$ cat config.mk
export PLATFORM = sky130hd
export DESIGN_NAME = imem_loader
export DESIGN_NICKNAME = d
export VERILOG_FILES = /design/src/rtl/imem_loader_pkg.sv /design/src/rtl/imem_loader_word_assembler.sv /design/src/rtl/imem_loader.sv
export SDC_FILE = /design/constraint.sdc
export NUM_CORES = 1
export LEC_CHECK = 0
export ABC_AREA = 0
export CAP_MARGIN = 20
export CORE_ASPECT_RATIO = 1.5
export CORE_UTILIZATION = 51
export CTS_BUF_LIST = sky130_fd_sc_hd__clkbuf_2 sky130_fd_sc_hd__clkbuf_4 sky130_fd_sc_hd__clkbuf_8
export DETAILED_ROUTE_END_ITERATION = 12
export MAX_ROUTING_LAYER = met4
export PLACE_DENSITY_LB_ADDON = 0.05
export SYNTH_ARGS = -nofsm -noshare
export SYNTH_HDL_FRONTEND = slang
export SYNTH_SLANG_ARGS = --single-unit
$ cat constraint.sdc
create_clock -name clk -period 2.4 [get_ports clk]
set_input_delay 0.48 -clock clk [delete_from_list [all_inputs] [get_ports clk]]
set_output_delay 0.48 -clock clk [all_outputs]
set_load 0.02 [all_outputs]
$ cat src/rtl/imem_loader_pkg.sv
// Shared definitions for the boot-time instruction-memory loader:
// FSM state encodings, header length and byte-lane width.
package imem_loader_pkg;

  localparam int HDR_BYTES = 2;
  localparam int LANE_W    = 8;

  typedef enum logic [2:0] {
    S_IDLE = 3'd0,
    S_LEN0 = 3'd1,
    S_LEN1 = 3'd2,
    S_DATA = 3'd3,
    S_DONE = 3'd4,
    S_ERR  = 3'd5
  } state_t;

endpackage

$ cat src/rtl/imem_loader_word_assembler.sv
// Collects four stream bytes into a little-endian 32-bit word; the fourth
// byte is merged combinationally so the word is ready on the lane-3 transfer.
module word_assembler
  import imem_loader_pkg::*;
(
  input  logic              clk,
  input  logic              reset,
  input  logic              clear,
  input  logic              load,
  input  logic [LANE_W-1:0] byte_data,
  output logic [31:0]       word,
  output logic              word_complete
);

  logic [1:0]  lane;
  logic [23:0] lanes_q;

  always_ff @(posedge clk) begin
    if (reset || clear) begin
      lane    <= 2'd0;
      lanes_q <= 24'd0;
    end else if (load) begin
      case (lane)
        2'd0:    lanes_q[LANE_W-1:0]          <= byte_data;
        2'd1:    lanes_q[2*LANE_W-1:LANE_W]   <= byte_data;
        2'd2:    lanes_q[3*LANE_W-1:2*LANE_W] <= byte_data;
        default: lanes_q                      <= lanes_q;
      endcase
      lane <= lane + 2'd1;
    end
  end

  assign word_complete = load && (lane == 2'd3);
  assign word          = {byte_data, lanes_q};

endmodule

$ cat src/rtl/imem_loader.sv
// Loads a length-prefixed little-endian instruction image into instruction
// memory and holds the core in reset until the whole image is written.
module imem_loader
  import imem_loader_pkg::*;
#(
  parameter int ADDR_WIDTH = 8,
  parameter int MAX_WORDS  = 2 ** ADDR_WIDTH
) (
  input  logic                  clk,
  input  logic                  reset,
  input  logic                  start,
  input  logic                  byte_valid,
  input  logic [7:0]            byte_data,
  output logic                  byte_ready,
  output logic                  imem_we,
  output logic [ADDR_WIDTH-1:0] imem_addr,
  output logic [31:0]           imem_wdata,
  output logic                  cpu_reset,
  output logic                  done,
  output logic                  error,
  output state_t                dbg_state
);

  // Handshake: a byte moves on a rising edge where byte_valid && byte_ready;
  // byte_ready is registered and high only in LEN0, LEN1 and DATA.

  localparam int CW = HDR_BYTES * LANE_W;

  state_t                state;
  logic [CW-1:0]         count;
  logic [ADDR_WIDTH-1:0] index;
  logic [CW-1:0]         full_count;
  logic                  xfer;
  logic                  restart;
  logic                  last_word;
  logic [31:0]           word;
  logic                  word_complete;

  assign xfer       = byte_valid && byte_ready;
  assign full_count = {byte_data, count[LANE_W-1:0]};
  assign restart    = start && (state == S_IDLE || state == S_DONE || state == S_ERR);
  assign last_word  = (32'(index) == 32'(count) - 32'd1);
  assign dbg_state  = state;

  word_assembler u_asm (
    .clk           (clk),
    .reset         (reset),
    .clear         (restart),
    .load          (xfer && state == S_DATA),
    .byte_data     (byte_data),
    .word          (word),
    .word_complete (word_complete)
  );

  always_ff @(posedge clk) begin
    if (reset) begin
      state      <= S_IDLE;
      count      <= '0;
      index      <= '0;
      byte_ready <= 1'b0;
      imem_we    <= 1'b0;
      imem_addr  <= '0;
      imem_wdata <= 32'd0;
      cpu_reset  <= 1'b1;
      done       <= 1'b0;
      error      <= 1'b0;
    end else begin
      imem_we <= 1'b0;
      case (state)
        S_LEN0: begin
          if (xfer) begin
            count[LANE_W-1:0] <= byte_data;
            state             <= S_LEN1;
          end
        end
        S_LEN1: begin
          if (xfer) begin
            count <= full_count;
            if (int'(full_count) > MAX_WORDS) begin
              state      <= S_ERR;
              byte_ready <= 1'b0;
              error      <= 1'b1;
            end else if (full_count == '0) begin
              state      <= S_DONE;
              byte_ready <= 1'b0;
              done       <= 1'b1;
              cpu_reset  <= 1'b0;
            end else begin
              state <= S_DATA;
            end
          end
        end
        S_DATA: begin
          if (word_complete) begin
            imem_we    <= 1'b1;
            imem_addr  <= index;
            imem_wdata <= word;
            index      <= index + 1'b1;
            // Final write and DONE land in the same cycle.
            if (last_word) begin
              state      <= S_DONE;
              byte_ready <= 1'b0;
              done       <= 1'b1;
              cpu_reset  <= 1'b0;
            end
          end
        end
        default: begin
          if (restart) begin
            state      <= S_LEN0;
            index      <= '0;
            byte_ready <= 1'b1;
            cpu_reset  <= 1'b1;
            done       <= 1'b0;
            error      <= 1'b0;
          end
        end
      endcase
    end
  end

endmodule

==> flow_metrics.env <==
export IMPL_required_ps=2660
export IMPL_drt_initial_drc_count=186
export IMPL_syn_num_nets=546
export IMPL_syn_area_per_cell_sq_um=8.027
export IMPL_grt_use_met3_pct=5.200
export IMPL_cts_hold_buf=0
export IMPL_violations="setup timing"
export IMPL_cts_sinks=98
export IMPL_ys_seq_area_share_pct=46.38
export IMPL_start_kind="register"
export IMPL_syn2layout_area_growth_pct=29.55
export IMPL_track_usage_pct=27.95
export IMPL_worst_pin_slew_ps=600.5
export IMPL_ys_warn_count=0
export IMPL_die_y_um=113.5
export IMPL_antenna_found_initial=0
export IMPL_ir_worst_vdd_mv=0.3943
export IMPL_ios=60
export IMPL_worstSkewPairLatency_ps=370
export IMPL_syn_area_sq_um=4230
export IMPL_synth_cell_type_count=49
export IMPL_status="complete, but fails checks"
export IMPL_cp_num_buf_inv=0
export IMPL_fillers=698
export IMPL_wire_per_inst_um=15.60
export IMPL_rrSetupSlack_ps=-20
export IMPL_overflow=0
export IMPL_synth_area_leaders="dfxtp_1, nand2_1, a21oi_1"
export IMPL_whs_ps=458.2
export IMPL_fin_crit_ps=2421
export IMPL_worstSetupPathType="register to register"
export IMPL_synth_top_flop_cell="dfxtp_1"
export IMPL_slowest_delay_ps=570
export IMPL_layout_setup_ws_ps=-21.01
export IMPL_yosysTopAreaCell="dfxtp_1"
export IMPL_setup_violations=2
export IMPL_cts_path_max_buffers=2
export IMPL_final_core_util_pct=68.44
export IMPL_hold_path_depth=2
export IMPL_dpl_cell_area_sq_um=5204
export IMPL_synth_top_area_share_pct=46.38
export IMPL_drv_cap=0
export IMPL_end_kind="register"
export IMPL_fin_nets=631
export IMPL_die_w_um=76.36
export IMPL_vias=4039
export IMPL_synth_commonest_cells="nand2_1, dfxtp_1, a21oi_1"
export IMPL_top_usage_layer="met2"
export IMPL_clk_pin_slew_worst_paths_ps=100
export IMPL_drive_above_1_share_pct=14.75
export IMPL_cts_buffers=9
export IMPL_multi_input_area_sq_um=2127
export IMPL_r2r_start="count[0]"
export IMPL_whs_endpoint="imem_wdata[8]"
export IMPL_synth_edff_count=0
export IMPL_fmax_ghz=0.4131
export IMPL_crit_path_max_fanout=5
export IMPL_synth_most_common_cell="nand2_1"
export IMPL_skew_ps=9.471
export IMPL_final_antenna_net_count=0
export IMPL_fin_area_sq_um=5480
export IMPL_postSynth_asyncResetShare_pct=0
export IMPL_grtUsageMet2_pct=48.59
export IMPL_cp_slowest_cell="or4_4"
export IMPL_postSynthCellCount=527
export IMPL_leakage_nw=1.901
export IMPL_initial_utilization_pct=52.83
export IMPL_place_inst=702
export IMPL_period_share_pct=100.9
export IMPL_grt_pass1_vias=3843
export IMPL_cpLargestDelayFamily="simple AND/OR/NAND/NOR gates"
export IMPL_grt_pass1_wl_mm=18.42
export IMPL_grt_setup_unrepaired="true"
export IMPL_cts_htree_levels=3
export IMPL_root_buffer="clkbuf_8"
export IMPL_row_count=40
export IMPL_cts_tree="done"
export IMPL_die_area_sq_um=8670
export IMPL_totalWireLength_mm=11.26
export IMPL_grt_max_degree=43
export IMPL_slew_viol_final=0
export IMPL_port_buffers=59
export IMPL_reg2reg_to="done"
export IMPL_cp_cell_sequence="or4_4 -> o311ai_4 -> o21ai_1 -> or4_4 -> o21ai_4 -> o21ai_2 -> mux2_4"
export IMPL_hpwl_mm=7.884
export IMPL_gp_congestion=0.9295
export IMPL_core_area_sq_um=8008
export IMPL_holdCritStartpoint="u_asm.lanes_q[8]"
export IMPL_synth_seq_cells=98
export IMPL_stdcell_count=722
export IMPL_fin_setup_tns_ps=-29.95
export IMPL_drc=0
export IMPL_first_pass_iters=4
export IMPL_diodes=0
export IMPL_cellPowerDensity_nw_per_um2=679.1
export IMPL_rr_worst_depth=7
export IMPL_crit_path_frequent_cell="or4_4"
export IMPL_grt_util_met1_pct=30.31
export IMPL_critical_path_arrival_ps=2680
export IMPL_seq_area_sq_um=1967
export IMPL_worstHoldPathType="register to register"
export IMPL_relSlewSlack_pct=59.88
export IMPL_finalHoldViolCount=0
export IMPL_via_per_inst=5.594
-- stage by stage --
stage	power, mW	setup WS, ps
after global placement	2.600	-332.6
after global routing	3.891	-87.35
after floorplan	2.246	0.08926
after CTS	3.735	-17.95
after detailed placement	2.615	-422.5
final	3.722	-21.01
-- worst min-delay path, cell delays in order, from the launching register on --
cell and delay (ps):
dfxtp_1 320, nand2_1 60, a21oi_1 50
-- cells in the final DEF, fill, tap and decap left out, types with 7 or more instances in the layout --
cell,instances
a21oi_1,82
nand3_1,28
o21ai_0,17
clkdlybuf4s50_1,58
mux2i_1,11
clkbuf_8,10
buf_4,51
dfxtp_1,96
inv_1,7
nand2_1,123
nor2_1,30
-- flip-flops by register name, indices dropped and copies added, names as in the netlist --
register,cells
byte_ready,1
error,1
done,1
cpu_reset,1
u_asm.lanes_q,24
imem_wdata,32
dbg_state,3
index,8
count,16
imem_we,1
u_asm.lane,2
imem_addr,8
-- final cells by class --
cell class | instances | area share (%)
multi-input combinational | 382 | 38.81
sequential | 98 | 35.89
timing repair buffer | 112 | 18.40
clock buffer | 10 | 2.511
tap | 105 | 2.397
clock inverter | 6 | 1.324
inverter | 9 | 0.6621
-- kinds of logic (layout without fill, tap and decap cells) --
group           count (synthesis)  after routing  share of synthesized area [%]
mux                            13             13                          3.224
fa+ha+maj                       7              7                          2.070
simple gates                  231            231                          25.35
buf+inv                        47            137                          4.495
flops                          98             98                          46.38
compound gates                119            119                          16.00
xor+xnor                       12             12                          2.484
-- how the worst max path moves through the flow --
stage / from / endpoint / slack (ps) / cells after the start
final: count[0] / done / -20 / 7
after global routing: count[0] / done / -90 / 10
after CTS: count[0] / done / -20 / 7
after detailed placement: byte_valid / done / -420 / 8
after global placement: byte_valid / done / -330 / 8
after floorplan: count[0] / done / 0.09 / 8
-- layer usage --
| metal | routed length [um] | part of all wire, % | vias up |
|---|---|---|---|
| met5 | 0 | 0 | - |
| met2 | 5792 | 51 | 104 |
| met4 | 359 | 3.2 | 0 |
| met1 | 4571 | 41 | 1942 |
| li1 | - | - | 1966 |
| met3 | 541 | 4.8 | 27 |
-- report_power, final --
part	internal [mW]	switching [mW]	total, mW	leakage, nW
sequential	1.67	0.0334	1.71	0.791
clock	0.521	0.595	1.12	0.103
combinational	0.414	0.486	0.900	1.01
total	2.61	1.11	3.72	1.90
-- timing repair --
action,in CTS,in global routing
endpoints found under the setup margin,3,4
setup buffers,3,1
pin swaps,2,0
resized for setup,5,3
Power figures use the tool's default switching activity.
